===== config.mk =====
export PLATFORM = sky130hd
export DESIGN_NAME = thor2024_alu_seq_flat
export DESIGN_NICKNAME = d
export VERILOG_FILES = /design/src/rtl/thor2024_alu_seq_if.sv /design/src/rtl/thor2024_alu_seq.sv /design/src/flat_wrapper.sv
export SDC_FILE = /design/constraint.sdc
export NUM_CORES = 1
export LEC_CHECK = 0
export BUFFER_PORTS_ARGS = -buffer_cell sky130_fd_sc_hd__buf_4
export CAP_MARGIN = 20
export CORE_AREA = 8 8 329 331
export CTS_CLUSTER_SIZE = 10
export DETAILED_ROUTE_END_ITERATION = 10
export DIE_AREA = 0 0 337 339
export SYNTH_ARGS = -nofsm -noshare
export SYNTH_HDL_FRONTEND = slang
export SYNTH_SLANG_ARGS = --single-unit

===== constraint.sdc =====
create_clock -name clk -period 2.35 [get_ports clk]
set_input_delay 0.3525 -clock clk [delete_from_list [all_inputs] [get_ports clk]]
set_output_delay 0.3525 -clock clk [all_outputs]
set_load 0.02 [all_outputs]

===== src/rtl/thor2024_alu_seq_if.sv =====
// Instruction format shared by the issue side and the ALU, plus the sequencer bus.
// The slave modport faces the sequencer; the master modport faces issue logic, consumer and ALU.
`timescale 1ns/1ps
package thor2024_alu_seq_pkg;
  localparam logic [6:0] OP_R2    = 7'h02;
  localparam logic [6:0] OP_ADDI  = 7'h04;
  localparam logic [6:0] OP_MULI  = 7'h06;
  localparam logic [6:0] OP_ANDI  = 7'h08;
  localparam logic [6:0] OP_MULUI = 7'h0E;
  localparam logic [6:0] OP_DIVI  = 7'h10;
  localparam logic [6:0] OP_DIVUI = 7'h11;

  localparam logic [6:0] FN_ADD   = 7'h04;
  localparam logic [6:0] FN_SUB   = 7'h05;
  localparam logic [6:0] FN_AND   = 7'h08;
  localparam logic [6:0] FN_MUL   = 7'h10;
  localparam logic [6:0] FN_MULU  = 7'h11;
  localparam logic [6:0] FN_MULH  = 7'h12;
  localparam logic [6:0] FN_MULUH = 7'h13;
  localparam logic [6:0] FN_DIV   = 7'h18;
  localparam logic [6:0] FN_DIVU  = 7'h19;
  localparam logic [6:0] FN_MOD   = 7'h1A;
  localparam logic [6:0] FN_MODU  = 7'h1B;

  typedef struct packed {
    logic [6:0] fn;
    logic [5:0] rc;
    logic [5:0] rb;
    logic [5:0] ra;
    logic [6:0] opcode;
  } instruction_t;
endpackage

interface thor2024_alu_seq_if;
  import thor2024_alu_seq_pkg::*;

  logic         issue_v;
  logic         issue_rdy;
  instruction_t issue_ir;
  logic [4:0]   issue_tag;
  logic [63:0]  issue_a, issue_b, issue_c, issue_t, issue_p;

  instruction_t alu_ir;
  logic [63:0]  alu_a, alu_b, alu_c, alu_t, alu_p;
  logic         alu_div;
  logic [63:0]  alu_o;
  logic         alu_mul_done, alu_div_done, alu_div_dbz;

  logic         res_v;
  logic         res_rdy;
  logic [4:0]   res_tag;
  logic [63:0]  res_val;
  logic         res_exc;

  modport slave (
    input  issue_v, issue_ir, issue_tag, issue_a, issue_b, issue_c, issue_t, issue_p,
    input  alu_o, alu_mul_done, alu_div_done, alu_div_dbz, res_rdy,
    output issue_rdy, alu_ir, alu_a, alu_b, alu_c, alu_t, alu_p, alu_div,
    output res_v, res_tag, res_val, res_exc
  );

  modport master (
    output issue_v, issue_ir, issue_tag, issue_a, issue_b, issue_c, issue_t, issue_p,
    output alu_o, alu_mul_done, alu_div_done, alu_div_dbz, res_rdy,
    input  issue_rdy, alu_ir, alu_a, alu_b, alu_c, alu_t, alu_p, alu_div,
    input  res_v, res_tag, res_val, res_exc
  );
endinterface


===== src/rtl/thor2024_alu_seq.sv =====
// Single-op ALU sequencer: registers operands, waits out multi-cycle MUL/DIV, holds the result.
// Macro THOR2024_ALU_SEQ_DBZ_EXC_EN enables divide-by-zero reporting on res_exc.
`timescale 1ns/1ps
module thor2024_alu_seq
  import thor2024_alu_seq_pkg::*;
(
  input logic             clk,
  input logic             rst,
  thor2024_alu_seq_if.slave io_bus
);

  typedef enum logic [2:0] {S_IDLE, S_PRIME, S_EXEC, S_WAIT, S_DONE} state_t;

  state_t       r_state;
  instruction_t r_alu_ir;
  logic [63:0]  r_alu_a, r_alu_b, r_alu_c, r_alu_t, r_alu_p;
  logic         r_alu_div;
  logic         r_is_div;
  logic         r_pfalse;
  logic [1:0]   r_guard;
  logic [4:0]   r_res_tag;
  logic [63:0]  r_res_val;

  logic w_r2, w_mul, w_div, w_sdiv, w_long, w_wait_done;

  always_comb begin
    w_r2   = (io_bus.issue_ir.opcode == OP_R2);
    w_mul  = (w_r2 && (io_bus.issue_ir.fn inside {FN_MUL, FN_MULU, FN_MULH, FN_MULUH}))
           || (io_bus.issue_ir.opcode inside {OP_MULI, OP_MULUI});
    w_div  = (w_r2 && (io_bus.issue_ir.fn inside {FN_DIV, FN_MOD, FN_DIVU, FN_MODU}))
           || (io_bus.issue_ir.opcode inside {OP_DIVI, OP_DIVUI});
    w_sdiv = (w_r2 && (io_bus.issue_ir.fn inside {FN_DIV, FN_MOD}))
           || (io_bus.issue_ir.opcode == OP_DIVI);
    // A predicated-off op never waits on the ALU; it just returns the old target.
    w_long = io_bus.issue_p[0] && (w_mul || w_div);
  end

  // The done lines may still be high from a previous op with equal operands, hence the guard.
  assign w_wait_done = (r_state == S_WAIT) && (r_guard == 2'd0)
                     && (r_is_div ? io_bus.alu_div_done : io_bus.alu_mul_done);

  always_ff @(posedge clk or negedge rst) begin
    if (!rst) begin
      r_state   <= S_IDLE;
      r_alu_ir  <= '0;
      r_alu_a   <= '0;
      r_alu_b   <= '0;
      r_alu_c   <= '0;
      r_alu_t   <= '0;
      r_alu_p   <= '0;
      r_alu_div <= 1'b0;
      r_is_div  <= 1'b0;
      r_pfalse  <= 1'b0;
      r_guard   <= '0;
      r_res_tag <= '0;
      r_res_val <= '0;
    end else begin
      case (r_state)
        S_IDLE: if (io_bus.issue_v) begin
          r_alu_ir  <= io_bus.issue_ir;
          r_alu_c   <= io_bus.issue_c;
          r_alu_t   <= io_bus.issue_t;
          r_alu_p   <= io_bus.issue_p;
          r_alu_div <= w_sdiv;
          r_is_div  <= w_div;
          r_pfalse  <= ~io_bus.issue_p[0];
          r_res_tag <= io_bus.issue_tag;
          if (w_long) begin
            // Inverted operands guarantee the ALU sees an argument change next cycle.
            r_alu_a <= ~io_bus.issue_a;
            r_alu_b <= ~io_bus.issue_b;
            r_state <= S_PRIME;
          end else begin
            r_alu_a <= io_bus.issue_a;
            r_alu_b <= io_bus.issue_b;
            r_state <= S_EXEC;
          end
        end
        S_PRIME: begin
          r_alu_a <= ~r_alu_a;
          r_alu_b <= ~r_alu_b;
          r_guard <= 2'd2;
          r_state <= S_WAIT;
        end
        S_WAIT: begin
          if (r_guard != 2'd0)
            r_guard <= r_guard - 2'd1;
          if (w_wait_done) begin
            r_res_val <= io_bus.alu_o;
            r_state   <= S_DONE;
          end
        end
        S_EXEC: begin
          r_res_val <= r_pfalse ? r_alu_t : io_bus.alu_o;
          r_state   <= S_DONE;
        end
        S_DONE: if (io_bus.res_rdy) r_state <= S_IDLE;
        default: r_state <= S_IDLE;
      endcase
    end
  end

`ifdef THOR2024_ALU_SEQ_DBZ_EXC_EN
  logic r_res_exc;
  always_ff @(posedge clk or negedge rst) begin
    if (!rst)
      r_res_exc <= 1'b0;
    else if (w_wait_done)
      r_res_exc <= r_is_div & io_bus.alu_div_dbz;
    else if (r_state == S_EXEC)
      r_res_exc <= 1'b0;
  end
  assign io_bus.res_exc = r_res_exc;
`else
  assign io_bus.res_exc = 1'b0;
`endif

  assign io_bus.issue_rdy = rst && (r_state == S_IDLE);
  assign io_bus.res_v     = (r_state == S_DONE);
  assign io_bus.res_tag   = r_res_tag;
  assign io_bus.res_val   = r_res_val;
  assign io_bus.alu_ir    = r_alu_ir;
  assign io_bus.alu_a     = r_alu_a;
  assign io_bus.alu_b     = r_alu_b;
  assign io_bus.alu_c     = r_alu_c;
  assign io_bus.alu_t     = r_alu_t;
  assign io_bus.alu_p     = r_alu_p;
  assign io_bus.alu_div   = r_alu_div;

endmodule

===== src/flat_wrapper.sv =====
// flat-port wrapper written by rule: the top's interface ports become plain ports
module thor2024_alu_seq_flat import thor2024_alu_seq_pkg::*;
  (clk, rst, io_bus_issue_v, io_bus_issue_ir, io_bus_issue_tag, io_bus_issue_a, io_bus_issue_b, io_bus_issue_c, io_bus_issue_t, io_bus_issue_p, io_bus_alu_o, io_bus_alu_mul_done, io_bus_alu_div_done, io_bus_alu_div_dbz, io_bus_res_rdy, io_bus_issue_rdy, io_bus_alu_ir, io_bus_alu_a, io_bus_alu_b, io_bus_alu_c, io_bus_alu_t, io_bus_alu_p, io_bus_alu_div, io_bus_res_v, io_bus_res_tag, io_bus_res_val, io_bus_res_exc);
  thor2024_alu_seq_if io_bus_i ();
  input logic clk;
  input logic rst;
  input wire logic [$bits(io_bus_i.issue_v)-1:0] io_bus_issue_v;
  input wire logic [$bits(io_bus_i.issue_ir)-1:0] io_bus_issue_ir;
  input wire logic [$bits(io_bus_i.issue_tag)-1:0] io_bus_issue_tag;
  input wire logic [$bits(io_bus_i.issue_a)-1:0] io_bus_issue_a;
  input wire logic [$bits(io_bus_i.issue_b)-1:0] io_bus_issue_b;
  input wire logic [$bits(io_bus_i.issue_c)-1:0] io_bus_issue_c;
  input wire logic [$bits(io_bus_i.issue_t)-1:0] io_bus_issue_t;
  input wire logic [$bits(io_bus_i.issue_p)-1:0] io_bus_issue_p;
  input wire logic [$bits(io_bus_i.alu_o)-1:0] io_bus_alu_o;
  input wire logic [$bits(io_bus_i.alu_mul_done)-1:0] io_bus_alu_mul_done;
  input wire logic [$bits(io_bus_i.alu_div_done)-1:0] io_bus_alu_div_done;
  input wire logic [$bits(io_bus_i.alu_div_dbz)-1:0] io_bus_alu_div_dbz;
  input wire logic [$bits(io_bus_i.res_rdy)-1:0] io_bus_res_rdy;
  output wire logic [$bits(io_bus_i.issue_rdy)-1:0] io_bus_issue_rdy;
  output wire logic [$bits(io_bus_i.alu_ir)-1:0] io_bus_alu_ir;
  output wire logic [$bits(io_bus_i.alu_a)-1:0] io_bus_alu_a;
  output wire logic [$bits(io_bus_i.alu_b)-1:0] io_bus_alu_b;
  output wire logic [$bits(io_bus_i.alu_c)-1:0] io_bus_alu_c;
  output wire logic [$bits(io_bus_i.alu_t)-1:0] io_bus_alu_t;
  output wire logic [$bits(io_bus_i.alu_p)-1:0] io_bus_alu_p;
  output wire logic [$bits(io_bus_i.alu_div)-1:0] io_bus_alu_div;
  output wire logic [$bits(io_bus_i.res_v)-1:0] io_bus_res_v;
  output wire logic [$bits(io_bus_i.res_tag)-1:0] io_bus_res_tag;
  output wire logic [$bits(io_bus_i.res_val)-1:0] io_bus_res_val;
  output wire logic [$bits(io_bus_i.res_exc)-1:0] io_bus_res_exc;
  assign io_bus_i.issue_v = io_bus_issue_v;
  assign io_bus_i.issue_ir = io_bus_issue_ir;
  assign io_bus_i.issue_tag = io_bus_issue_tag;
  assign io_bus_i.issue_a = io_bus_issue_a;
  assign io_bus_i.issue_b = io_bus_issue_b;
  assign io_bus_i.issue_c = io_bus_issue_c;
  assign io_bus_i.issue_t = io_bus_issue_t;
  assign io_bus_i.issue_p = io_bus_issue_p;
  assign io_bus_i.alu_o = io_bus_alu_o;
  assign io_bus_i.alu_mul_done = io_bus_alu_mul_done;
  assign io_bus_i.alu_div_done = io_bus_alu_div_done;
  assign io_bus_i.alu_div_dbz = io_bus_alu_div_dbz;
  assign io_bus_i.res_rdy = io_bus_res_rdy;
  assign io_bus_issue_rdy = io_bus_i.issue_rdy;
  assign io_bus_alu_ir = io_bus_i.alu_ir;
  assign io_bus_alu_a = io_bus_i.alu_a;
  assign io_bus_alu_b = io_bus_i.alu_b;
  assign io_bus_alu_c = io_bus_i.alu_c;
  assign io_bus_alu_t = io_bus_i.alu_t;
  assign io_bus_alu_p = io_bus_i.alu_p;
  assign io_bus_alu_div = io_bus_i.alu_div;
  assign io_bus_res_v = io_bus_i.res_v;
  assign io_bus_res_tag = io_bus_i.res_tag;
  assign io_bus_res_val = io_bus_i.res_val;
  assign io_bus_res_exc = io_bus_i.res_exc;
  thor2024_alu_seq u_core (.clk(clk), .rst(rst), .io_bus(io_bus_i));
endmodule

==> flow_summary.json, run 1 <==
{
  "top_layer": "met5",
  "fp-row-count": 118,
  "cts_sinks": 429,
  "crit_path_end_kind": "flip-flop",
  "totalWireLength_um": 85900,
  "finalCritPeriodShare": 0.925,
  "hpwl_um": 60700,
  "synth.area.top_cells": "dfrtp_1 57%, nand2_1 14%, o211ai_1 10%",
  "fin_skew_ps": 28.2,
  "maxCapViolCount": 0,
  "post-cts-setup-buffers": 0,
  "syn2layout_area_growth_pct": 71.8,
  "ys_async_sr_fraction": 1.00,
  "start_kind": "input pin",
  "yosys_warnings": 0,
  "core_mm2": 0.103,
  "rsz0062_at_grt": "no",
  "die_w_um": 337,
  "tns_ps": 0,
  "htreeDepth": 2,
  "reg2regPathDepth": 7,
  "drive_above_1_share": 0.376,
  "status": "finished clean",
  "hold_viol_final": 0,
  "holdCritPathClass": "input pin to flip-flop",
  "synthMostInstantiatedCell": "nand2_1",
  "nets": 3447,
  "slew_headroom": 0.305,
  "yosysSeqAreaShare": 0.565,
  "ys_ff_latch": 429,
  "synth.distinct_cells": 32,
  "clk_latency_ps": 640,
  "grt_pass1_wl_um": 127000,
  "wl_met1_um": 32800,
  "slew_violations": 0,
  "antenna_found_initial": 8,
  "grt_start_max_net_pins": 137,
  "syn_area_mm2": 0.0190,
  "drt-initial-drc-count": 1035,
  "fin_crit_ps": 2170,
  "worst_ep_required_time_ps": 2890,
  "die_area_mm2": 0.114,
  "finalSetupViolCount": 0,
  "start_util": 0.185,
  "wl_per_cell_um": 19.4,
  "route.met2.wl_um": 41400,
  "synth_common_cells": "690 x nand2_1, 429 x dfrtp_1, 256 x o211ai_1",
  "place_area_mm2": 0.0275,
  "syn_inst": 1831,
  "crit_type": "input pin to flip-flop",
  "synth-main-ff-cell": "dfrtp_1",
  "fillerInstances": 10400,
  "synth_edf_count": 0,
  "leakagePower_nw": 15.7,
  "syn_nets": 2260,
  "cp_max_fo": 79,
  "io_pins": 853,
  "grt_pass1_vias": 20000,
  "yosysTopAreaCell": "dfrtp_1",
  "wl_met3_um": 7630,
  "cts_tree": "done",
  "cts_root_buf": "clkbuf_16",
  "p_per_area_mw_per_mm2": 1290,
  "cts_buffer_depth": 3,
  "routabilityCongestion": 0.848,
  "io_buffers": 850,
  "max_clock_freq_mhz": 460,
  "avgSynthCellArea_um2": 10.4,
  "die_h_um": 339,
  "max_slew.worst_pin.slew_ps": 1040,
  "fin_area_mm2": 0.0326,
  "first_pass_iters": 4,
  "cts_buffers": 54,
  "viasPerCell": 4.17,
  "hold_depth": 2,
  "drc_errors": 0,
  "vias": 18500,
  "ant_nets": 0,
  "max-vdd-ir-drop_v": 0.000842,
  "grt_usage": 0.144,
  "clkTransAtPathRegs_ps": 70,
  "synth_top_area_share": 0.565,
  "grt-ovfl-total": 0,
  "worstPathArrival_ps": 2710
}
[final timing paths]
| path | from | slack, ps | endpoint |
|---|---|---|---|
| setup / recovery | io_bus_issue_ir[29] | 180 | u_core.io_bus.alu_a[5] |
| hold / removal | io_bus_res_rdy | 50 | u_core.r_state[2] |
| setup reg to reg | u_core.r_state[0] | 190 | u_core.io_bus.alu_a[35] |
| hold reg to reg | u_core.io_bus.res_tag[3] | 470 | u_core.io_bus.res_tag[3] |
| max in group asynchronous | rst | 780 | u_core.io_bus.alu_a[4] |
| min in group asynchronous | rst | 470 | u_core.io_bus.res_val[53] |
[through the flow]
step           power, W   util  setup WS, ps  hold slack [ps]  cells
2_1_floorplan    0.0237      -           407             56.9   1831
3_3_place_gp     0.0336  0.267           143              461   3994
3_5_place_dp     0.0338  0.267           121              463   3994
4_1_cts          0.0426  0.317          99.8             1.97   4425
5_1_grt          0.0445  0.317          46.7             6.50   4428
6_report         0.0420  0.317           176             47.8   4430
[area by class of cell]
cell class / count / area, um^2 / area share
Multi-Input combinational cell: 1242 / 7600 / 0.233
Clock buffer: 72 / 1530 / 0.0469
Timing Repair Buffer: 1283 / 10900 / 0.333
Inverter: 8 / 30.0 / 0.000921
Tap cell: 1380 / 1730 / 0.0529
Clock inverter: 11 / 108 / 0.00330
Antenna cell: 5 / 12.5 / 0.000384
Sequential cell: 429 / 10700 / 0.329
[routing by layer]
layer / GRT usage / vias to the layer above
li1: - / 8651
met1: 0.166 / 8864
met2: 0.238 / 765
met3: 0.0492 / 194
met4: 0.0669 / 4
met5: 0 / -
[state kept, by name, indices dropped and copies added (netlist names), 3 cells and up]
signal	count
u_core.io_bus.alu_a	64
u_core.io_bus.alu_b	64
u_core.io_bus.alu_c	64
u_core.io_bus.alu_ir	32
u_core.io_bus.alu_p	64
u_core.io_bus.alu_t	64
u_core.io_bus.res_tag	5
u_core.io_bus.res_val	64
u_core.r_state	3
[timing repair]
| action | in CTS | in global routing |
|---|---|---|
| gates resized for setup | 1 | 0 |
| hold buffers | 348 | 0 |
| setup endpoints to repair | 1 | 0 |
| endpoints found under the hold margin | 652 | 0 |
[cell usage in the layout (no fill, tap or decap), types with 2 or more instances in the layout]
cell type	count
o21ai_1	6
buf_12	29
o21ai_0	5
dlygate4sd3_1	348
clkbuf_1	8
diode_2	5
clkinvlp_4	2
clkinv_2	5
o211ai_1	256
nor2_1	3
buf_4	905
mux2i_1	129
clkbuf_16	55
nor4b_2	3
clkbuf_8	9
inv_1	8
dfrtp_1	429
mux2_2	124
nor2b_1	2
mux2_1	4
nand2_1	690
[logic make-up after synthesis]
group / share of synthesized area
compound gates: 0.107
buf+inv: 0.0389
simple gates: 0.144
flops: 0.565
fa+ha+maj: 0.000659
mux: 0.144
other cells: 0.000197
[report_power, final]
| group | total (W) | internal [W] | switching [W] |
|---|---|---|---|
| Combinational | 0.0205 | 0.00897 | 0.0115 |
| Clock | 0.00793 | 0.00461 | 0.00332 |
| Sequential | 0.0136 | 0.0110 | 0.00260 |
| Total | 0.0420 | 0.0246 | 0.0174 |
[worst max-delay path, cell delays in order]
cell	delay, ps
dlygate4sd3_1	540
buf_4	140
nor4b_1	140
buf_4	140
a21oi_4	600
buf_12	400
o211ai_1	170
o211ai_1	120
No activity file was read; power rests on OpenSTA's default activity.
==> inputs of run 2 (changes only) <==
--- a/config.mk
+++ b/config.mk
@@ -7,10 +7,11 @@
 export LEC_CHECK = 0
 export BUFFER_PORTS_ARGS = -buffer_cell sky130_fd_sc_hd__buf_4
 export CAP_MARGIN = 20
-export CORE_AREA = 8 8 329 331
+export CORE_AREA = 2 2 332 334
 export CTS_CLUSTER_SIZE = 10
 export DETAILED_ROUTE_END_ITERATION = 10
-export DIE_AREA = 0 0 337 339
+export DIE_AREA = 0 0 334 336
+export GPL_TIMING_DRIVEN = 0
 export SYNTH_ARGS = -nofsm -noshare
 export SYNTH_HDL_FRONTEND = slang
 export SYNTH_SLANG_ARGS = --single-unit
==> run 2 against run 1 <==
Global-route usage grew 0.82 points. Clock power is essentially flat. Register-to-register slack lost 80 ps. First-iteration DRC count shrank 3.6%. Final cell count grew 2.8%. Non-clock buffer count grew 92.
==> flow_summary.json, run 2 (same netlist as run 1, synthesis figures left out) <==
{
  "totalWireLength_um": 89700,
  "drt-initial-drc-count": 998,
  "hold_depth": 3,
  "fin_area_mm2": 0.0329,
  "swShare": 0.421,
  "cts_buffers": 53,
  "max-vdd-ir-drop_v": 0.000681,
  "die_w_um": 334,
  "io_pins": 853,
  "drc_errors": 0,
  "grt-ovfl-total": 0,
  "timing.rr.end": "u_core.io_bus.alu_p[12]",
  "holdCritPathClass": "input pin to flip-flop",
  "ant_nets": 0,
  "drive_above_1_share": 0.367,
  "cts_buffer_depth": 3,
  "maxCapViolCount": 0,
  "layout_common_cells": "858 x buf_4, 690 x nand2_1, 427 x dfrtp_1, 359 x dlygate4sd3_1, 256 x o211ai_1",
  "finalSetupViolCount": 0,
  "finalCritPeriodShare": 0.953,
  "seq_power_share": 0.324,
  "worstReg2RegStart": "u_core.r_state[1]",
  "rsz0062_at_grt": "no",
  "start_kind": "flip-flop",
  "clk_latency_ps": 630,
  "cts_sinks": 429,
  "vias": 19000,
  "worstPathArrival_ps": 2760,
  "max_slew.worst_pin.slew_ps": 908,
  "p_sw_w": 0.0178,
  "slew_headroom": 0.395,
  "p_comb_frac": 0.489,
  "fin_crit_ps": 2240,
  "nets": 3538,
  "status": "finished clean",
  "max_clock_freq_mhz": 447,
  "die_h_um": 336,
  "ff2ff_setup_slack_ps": 110,
  "die_area_mm2": 0.112,
  "instances_no_fill": 4554,
  "viasPerCell": 4.17,
  "place_area_mm2": 0.0273,
  "cts_tree": "done",
  "clkTransAtPathRegs_ps": 60,
  "routabilityCongestion": 0.863,
  "antenna_found_initial": 4,
  "reg2regPathDepth": 7,
  "syn2layout_area_growth_pct": 73.1,
  "fp-row-count": 121,
  "htreeDepth": 2,
  "grt_start_max_net_pins": 110,
  "grt_pass1_vias": 19600,
  "hp-start": "io_bus_issue_ir[0]",
  "p_per_area_mw_per_mm2": 1290,
  "cp_max_fo": 10,
  "wl_per_cell_um": 19.7,
  "p_total_w": 0.0424,
  "fin_skew_ps": 22.7,
  "core_mm2": 0.108,
  "cts_root_buf": "clkbuf_16",
  "io_buffers": 850,
  "hold_viol_final": 0,
  "slew_violations": 0,
  "grt_usage": 0.152,
  "p_clk_frac": 0.187,
  "grt_pass1_wl_um": 128000,
  "crit_path_end_kind": "flip-flop",
  "hpwl_um": 66300,
  "start_util": 0.175,
  "hold_end": "u_core.io_bus.alu_ir[0]",
  "leakagePower_nw": 15.8,
  "worst_ep_required_time_ps": 2870,
  "crit_type": "flip-flop to flip-flop",
  "first_pass_iters": 5,
  "dp_cells": 4100,
  "p_int_w": 0.0245,
  "final_common_cell": "buf_4"
}
## run 2: changes by cell type in the layout (fill, tap and decap cells not counted), sizes merged
cell and change:
clkinvlp -2, bufbuf +2, clkinv +2, diode -1, buf -28, dlygate4sd3 +11, clkbuf +106, inv -1
bufinv +1
## run 2: area by class of cell
cell class              count  area (um^2)
flip-flops and latches    429        10700
well taps                1414         1770
diodes                      4         10.0
multi-input cells        1242         7590
fillers                 11100        75500
clock buffers              71         1460
plain buffers             151          813
inverters                   8         30.0
repair buffers           1224        10300
clock inverters            11          131
## run 2: worst max path at each step
stage	from	endpoint	slack, ps	cells past startpoint
global route	u_core.r_is_div	u_core.io_bus.res_val[30]	0.9	6
detailed placement	io_bus_issue_ir[29]	u_core.io_bus.alu_b[5]	-840	7
finish	u_core.r_state[1]	u_core.io_bus.alu_p[12]	110	7
floorplan	u_core.r_state[0]	u_core.io_bus.res_val[62]	410	5
CTS	u_core.r_state[1]	u_core.io_bus.alu_t[35]	-70	8
global placement	rst	u_core.io_bus.alu_c[11]	-4040	1
## run 2: timing repair
| action | 4_1_cts | 5_1_grt |
|---|---|---|
| endpoints found under the setup margin | 414 | 271 |
| buffers inserted | 1 | 1 |
| hold buffers | 363 | 0 |
| gates cloned | 2 | 1 |
| resized for setup | 46 | 34 |
| pin swaps | 0 | 2 |
| endpoints found under the hold margin | 542 | 0 |
## run 2: worst max-delay path, cell delays in order, from the launching register on
cell,delay [ps]
dfrtp_1,370
buf_6,150
or4b_1,510
buf_4,180
clkbuf_2,290
clkbuf_1,350
nand2_1,180
nand2_1,70
## run 2: layer usage
layer,vias to the layer above,GRT usage,part of all wire
met1,9248,0.186,0.41
met2,749,0.260,0.49
met5,-,0,0.00030
met4,4,0.0489,0.030
met3,145,0.0413,0.073
li1,8826,-,-
## run 2: power by group through the flow
| stage | combinational [W] | sequential [W] | clock (W) |
|---|---|---|---|
| detailed placement | 0.0201 | 0.0137 | 0 |
| floorplan | 0.00625 | 0.0175 | 0 |
| CTS | 0.0207 | 0.0137 | 0.00817 |
| global route | 0.0221 | 0.0141 | 0.00844 |
| global placement | 0.0199 | 0.0136 | 0 |
| finish | 0.0207 | 0.0137 | 0.00792 |
## run 2: through the flow
stage | worst slack [ps] | hold slack, ps | setup TNS (ps) | util
after CTS | -68.4 | 1.39 | -446 | 0.302
after floorplan | 407 | 56.9 | 0 | -
after global placement | -4040 | 458 | -1993650 | 0.250
final | 111 | 49.2 | 0 | 0.303
after global routing | 0.930 | 28.8 | 0 | 0.303
after detailed placement | -843 | 217 | -222960 | 0.252
